### src/rtl/bcd_pkg.sv
// Shared BCD types, constants and helpers for the game's digit counters.
package bcd_pkg;

    typedef logic [3:0] bcd_digit_t;

    localparam bcd_digit_t BCD_MAX  = 4'd9;
    localparam bcd_digit_t BCD_ZERO = 4'd0;

    // Force an arbitrary nibble into the legal BCD range; 10..15 become 9.
    function automatic bcd_digit_t bcd_clamp(input bcd_digit_t nibble);
        if (nibble > BCD_MAX) begin
            return BCD_MAX;
        end else begin
            return nibble;
        end
    endfunction

endpackage

### src/rtl/bcd_dec_digit.sv
// Combinational single-digit BCD decrement with borrow; chained ones->tens->hundreds.
module bcd_dec_digit
    import bcd_pkg::*;
(
    input  bcd_digit_t digit,
    input  logic       borrow_in,
    output bcd_digit_t digit_next,
    output logic       borrow_out
);

    // A digit at zero underflows to nine and passes the borrow upward.
    always_comb begin
        digit_next = digit;
        borrow_out = 1'b0;
        if (borrow_in) begin
            if (digit == BCD_ZERO) begin
                digit_next = BCD_MAX;
                borrow_out = 1'b1;
            end else begin
                digit_next = digit - 4'd1;
                borrow_out = 1'b0;
            end
        end else begin
            digit_next = digit;
            borrow_out = 1'b0;
        end
    end

endmodule

### src/rtl/bcd_countdown_timer.sv
// Three-digit BCD countdown timer (999..000) for the round time-limit display.
// A prescaler turns clk into countdown steps; a rising edge on dec applies a
// one-off penalty decrement. The count saturates at 000 and pulses done once.
module bcd_countdown_timer
    import bcd_pkg::*;
#(
    parameter int DIV = 25_000_000
) (
    input  logic       clk,
    input  logic       reset,
    input  logic       load,
    input  logic [3:0] load_hund,
    input  logic [3:0] load_tens,
    input  logic [3:0] load_ones,
    input  logic       start,
    input  logic       pause,
    input  logic       dec,
    output logic [3:0] dig_hund,
    output logic [3:0] dig_tens,
    output logic [3:0] dig_ones,
    output logic       running,
    output logic       zero,
    output logic       done
);

    localparam int            PW         = $clog2(DIV);
    localparam logic [PW-1:0] PRESC_LAST = PW'(DIV - 1);

    bcd_digit_t    hund_r;
    bcd_digit_t    tens_r;
    bcd_digit_t    ones_r;
    logic          running_r;
    logic          done_r;
    logic [PW-1:0] presc_r;
    logic          dec_prev_r;

    bcd_digit_t    hund_next_s;
    bcd_digit_t    tens_next_s;
    bcd_digit_t    ones_next_s;
    logic          borrow_ones_s;
    logic          borrow_tens_s;
    logic          borrow_hund_s;

    logic          dec_req_s;
    logic          step_s;
    logic          dec_any_s;
    logic          count_zero_s;
    logic          count_one_s;

    // The chain always computes count-1; the sequential block decides whether to commit it.
    bcd_dec_digit u_dec_ones (
        .digit      (ones_r),
        .borrow_in  (1'b1),
        .digit_next (ones_next_s),
        .borrow_out (borrow_ones_s)
    );

    bcd_dec_digit u_dec_tens (
        .digit      (tens_r),
        .borrow_in  (borrow_ones_s),
        .digit_next (tens_next_s),
        .borrow_out (borrow_tens_s)
    );

    bcd_dec_digit u_dec_hund (
        .digit      (hund_r),
        .borrow_in  (borrow_tens_s),
        .digit_next (hund_next_s),
        .borrow_out (borrow_hund_s)
    );

    // Decode edge request, prescaler terminal count and the 000/001 conditions.
    always_comb begin
        dec_req_s    = dec & ~dec_prev_r;
        step_s       = running_r & (presc_r == PRESC_LAST);
        dec_any_s    = step_s | dec_req_s;
        count_zero_s = (hund_r == BCD_ZERO) & (tens_r == BCD_ZERO) & (ones_r == BCD_ZERO);
        count_one_s  = (hund_r == BCD_ZERO) & (tens_r == BCD_ZERO) & (ones_r == 4'd1);
    end

    // Counter state: load > pause > start > step/dec, with saturation at 000.
    always_ff @(posedge clk or negedge reset) begin
        if (!reset) begin
            hund_r     <= BCD_ZERO;
            tens_r     <= BCD_ZERO;
            ones_r     <= BCD_ZERO;
            running_r  <= 1'b0;
            done_r     <= 1'b0;
            presc_r    <= '0;
            dec_prev_r <= 1'b0;
        end else begin
            dec_prev_r <= dec;
            done_r     <= 1'b0;
            if (load) begin
                hund_r    <= bcd_clamp(load_hund);
                tens_r    <= bcd_clamp(load_tens);
                ones_r    <= bcd_clamp(load_ones);
                running_r <= 1'b0;
                presc_r   <= '0;
            end else if (pause) begin
                // Prescaler is deliberately kept so a resume finishes the partial period.
                running_r <= 1'b0;
            end else if (start) begin
                if (!count_zero_s) begin
                    running_r <= 1'b1;
                end else begin
                    running_r <= running_r;
                end
            end else begin
                if (running_r) begin
                    if (step_s) begin
                        presc_r <= '0;
                    end else begin
                        presc_r <= presc_r + PW'(1);
                    end
                end else begin
                    presc_r <= presc_r;
                end
                // A coincident step and dec request still consume only one count.
                if (dec_any_s && !count_zero_s) begin
                    hund_r <= hund_next_s;
                    tens_r <= tens_next_s;
                    ones_r <= ones_next_s;
                    if (count_one_s) begin
                        done_r    <= 1'b1;
                        running_r <= 1'b0;
                    end else begin
                        done_r <= 1'b0;
                    end
                end else begin
                    done_r <= 1'b0;
                end
            end
        end
    end

    assign dig_hund = hund_r;
    assign dig_tens = tens_r;
    assign dig_ones = ones_r;
    assign running  = running_r;
    assign done     = done_r;
    assign zero     = count_zero_s;

endmodule
### config.mk
export PLATFORM = sky130hd
export DESIGN_NAME = bcd_countdown_timer
export DESIGN_NICKNAME = d
export VERILOG_FILES = /design/src/rtl/bcd_pkg.sv /design/src/rtl/bcd_dec_digit.sv /design/src/rtl/bcd_countdown_timer.sv
export SDC_FILE = /design/constraint.sdc
export NUM_CORES = 1
export LEC_CHECK = 0
export CAP_MARGIN = 10
export CORE_MARGIN = 2
export CORE_UTILIZATION = 45
export DETAILED_ROUTE_END_ITERATION = 10
export HOLD_SLACK_MARGIN = 0.08
export PLACE_DENSITY = 0.75
export SYNTH_ARGS = -nofsm -noshare
export SYNTH_HDL_FRONTEND = slang
export SYNTH_SLANG_ARGS = --single-unit
### constraint.sdc
create_clock -name clk -period 2.9 [get_ports clk]
set_clock_uncertainty 0.15 [all_clocks]
set_input_delay 0.435 -clock clk [delete_from_list [all_inputs] [get_ports clk]]
set_output_delay 0.435 -clock clk [all_outputs]
set_load 0.01 [all_outputs]
==> metrics.cfg <==
[status]
outcome=finished clean

[layout]
final_core_util_pct=55.7
area_growth_syn_to_layout_pct=21.2
fillCellCount=479
mostFrequentLayoutCells=40 x dfrtp_1, 33 x nor2_1, 31 x o21ai_0, 31 x clkdlybuf4s50_1, 18 x nand2_1
diodes=0
nets=320
layout-drive-gt1-share_pct=7.97
layout_commonest_cell=dfrtp_1

[placed_design]
numPortBuffers=32
place_hpwl_microns=3920
gp_congestion=0.844

[yosys]
synth_edf_count=0
yosysWarnings=0
ys.flop_type=dfrtp_1
synth_area_sq_mm=0.00230
synth_cell_type_count=48
synthArstFlopShare_pct=100
syn_nets=283
ys_seq_elements=40
syn_inst=264
syn_avg_cell_area_sq_um=8.73
seq_area_frac_synth_pct=43.5

[setup_path]
startpoint=dig_hund[0]$_DFFE_PN0P_
critPathBufInv=2
cp.required_ps=2320
path_max_fanout=5
path_cells=or3_1 > nor4_1 > nand2_1 > inv_1 > clkdlybuf4s50_1
critPathMaxStageDelay_ps=520
crit_type=register to output pin
crit_arrival_ps=2120
r2r-start=presc_r[6]$_DFFE_PN0P_
crit_path_top_delay_cell=clkdlybuf4s50_1
end_kind=output pin
path_delay_family=simple AND/OR/NAND/NOR gates
worstSetupStartpointType=register

[sta]
fin_hold_ws_ps=111
rsz0062_at_grt=no
hold_viol_final=0
drv_slew=0
worst_pin_slew_ps=888
max_freq_ghz=0.370
maxSlewHeadroom_pct=40.8
fin_setup_tns_ps=0
setup_violations=0
finalCritPeriodShare_pct=93.1
fin_crit_ps=2700

[clocking]
clkSlewWorstSetupHoldPaths_ps=80
cts_hold_buf=0
clock-root-buffer=clkbuf_8
insertion_delay_ps=290
cts_buffers=5
tritoncts=yes
cts_max_path_buffers=2
cts_resized=0
cts.sinks=40
cts_setup_buffers=0
h-tree-depth=2

[global_route]
antenna_found_initial=0
grt-ovfl-total=0
grt_max_degree=41
grt_pass1_wl_microns=9140
grt_pass1_vias=1961
grt_usage_pct=21.0

[power_and_ir_drop]
power_density_mw_per_mm2=396
finalPower_w=0.00111
leakage_nw=1.18
vdd.ir_drop.worst_uv=190

[floorplanning]
initial_core_util_pct=46.0
die_x_microns=75.5
ioPinCount=33
core.rowCount=26
die_y_microns=75.5
core-area_sq_mm=0.00501
dieArea_sq_mm=0.00571

[drt]
postRouteAntennaNets=0
drc=0
firstDrtPassIters=4
vias_per_cell=5.66
drtIter0Drc=106
dr_total_vias=2099
wl_per_cell_microns=14.6
wirelength_microns=5420

[job]
max_cap_viol_count=0

[hold_path]
hold_class=input port to async pin

## cell type report
class	count	area, sq um	share of cell area [%]
clock inverter	1	5.00	0.179
clock buffer	6	72.6	2.60
tap	70	87.6	3.14
timing repair buffer	39	368	13.2
multi-input combinational	207	1230	44.0
sequential	40	1000	35.9
inverter	8	30.0	1.08
## cell families after synthesis
| family | after synthesis | synth area share [%] |
|---|---|---|
| buf+inv | 17 | 3.26 |
| xor+xnor | 6 | 2.28 |
| mux | 2 | 0.869 |
| flops | 40 | 43.5 |
| fa+ha+maj | 1 | 0.543 |
| simple gates | 121 | 29.8 |
| compound gates | 77 | 19.8 |
## routing by layer
layer / GRT usage [%] / share of wire, % / vias to the layer above / wire length (microns)
li1: - / - / 1054 / -
met1: 30.2 / 48 / 995 / 2620
met2: 32.2 / 46 / 44 / 2510
met3: 3.97 / 3.9 / 6 / 210
met4: 6.63 / 1.3 / 0 / 72
met5: 0 / 0 / - / 0
## power by group
part | internal [W] | switching, W
logic | 0.0000792 | 0.0000789
clock network | 0.000164 | 0.000188
registers | 0.000575 | 0.0000218
## state kept, by name, summed over array words and instances, names as in the netlist
register / flops
dig_hund: 4
dec_prev_r: 1
dig_tens: 4
done: 1
dig_ones: 4
running: 1
presc_r: 25
## stage by stage
step           cell area [sq um]  worst slack [ps]  instances
3_5_place_dp                2710               357        364
4_1_cts                     2790               199        371
2_1_floorplan               2300               921        264
6_report                    2790               200        371
3_3_place_gp                2710               367        364
5_1_grt                     2790              97.1        371
## path summary, 6_finish.rpt
check | to | slack (ps) | cells past startpoint
max reg2reg | dig_tens[0]$_DFFE_PN0P_ | 430 | 6
min in group clk | presc_r[24]$_DFFE_PN0P_ | 350 | 1
max | zero | 200 | 5
min | presc_r[0]$_DFFE_PN0P_ | 110 | 1
min reg2reg | presc_r[24]$_DFFE_PN0P_ | 350 | 1
max in group asynchronous | presc_r[15]$_DFFE_PN0P_ | 1940 | 1
## cells in the mapped netlist, drive strengths merged, types with 2 or more instances
library cell  count  area, sq um
dfrtp            40         1000
and4              5         43.8
and3              5         31.3
nand3            15         75.1
a31oi            10         62.6
and2              4         25.0
nor3              6         30.0
nand4b            2         17.5
inv               8         30.0
xnor2             2         17.5
mux2i             2         20.0
a21oi            15         75.1
nand4             9         77.6
nor2b             2         12.5
nor3b             3         22.5
nand2            19         73.8
buf               2         18.8
nor4              9         86.3
nor4b             3         26.3
xor2              4         35.0
clkbuf            7         26.3
a22oi             2         15.0
o21ai            37          189
nor2             34          130
o31ai             4         30.0
No activity file was read; power rests on OpenSTA's default activity.
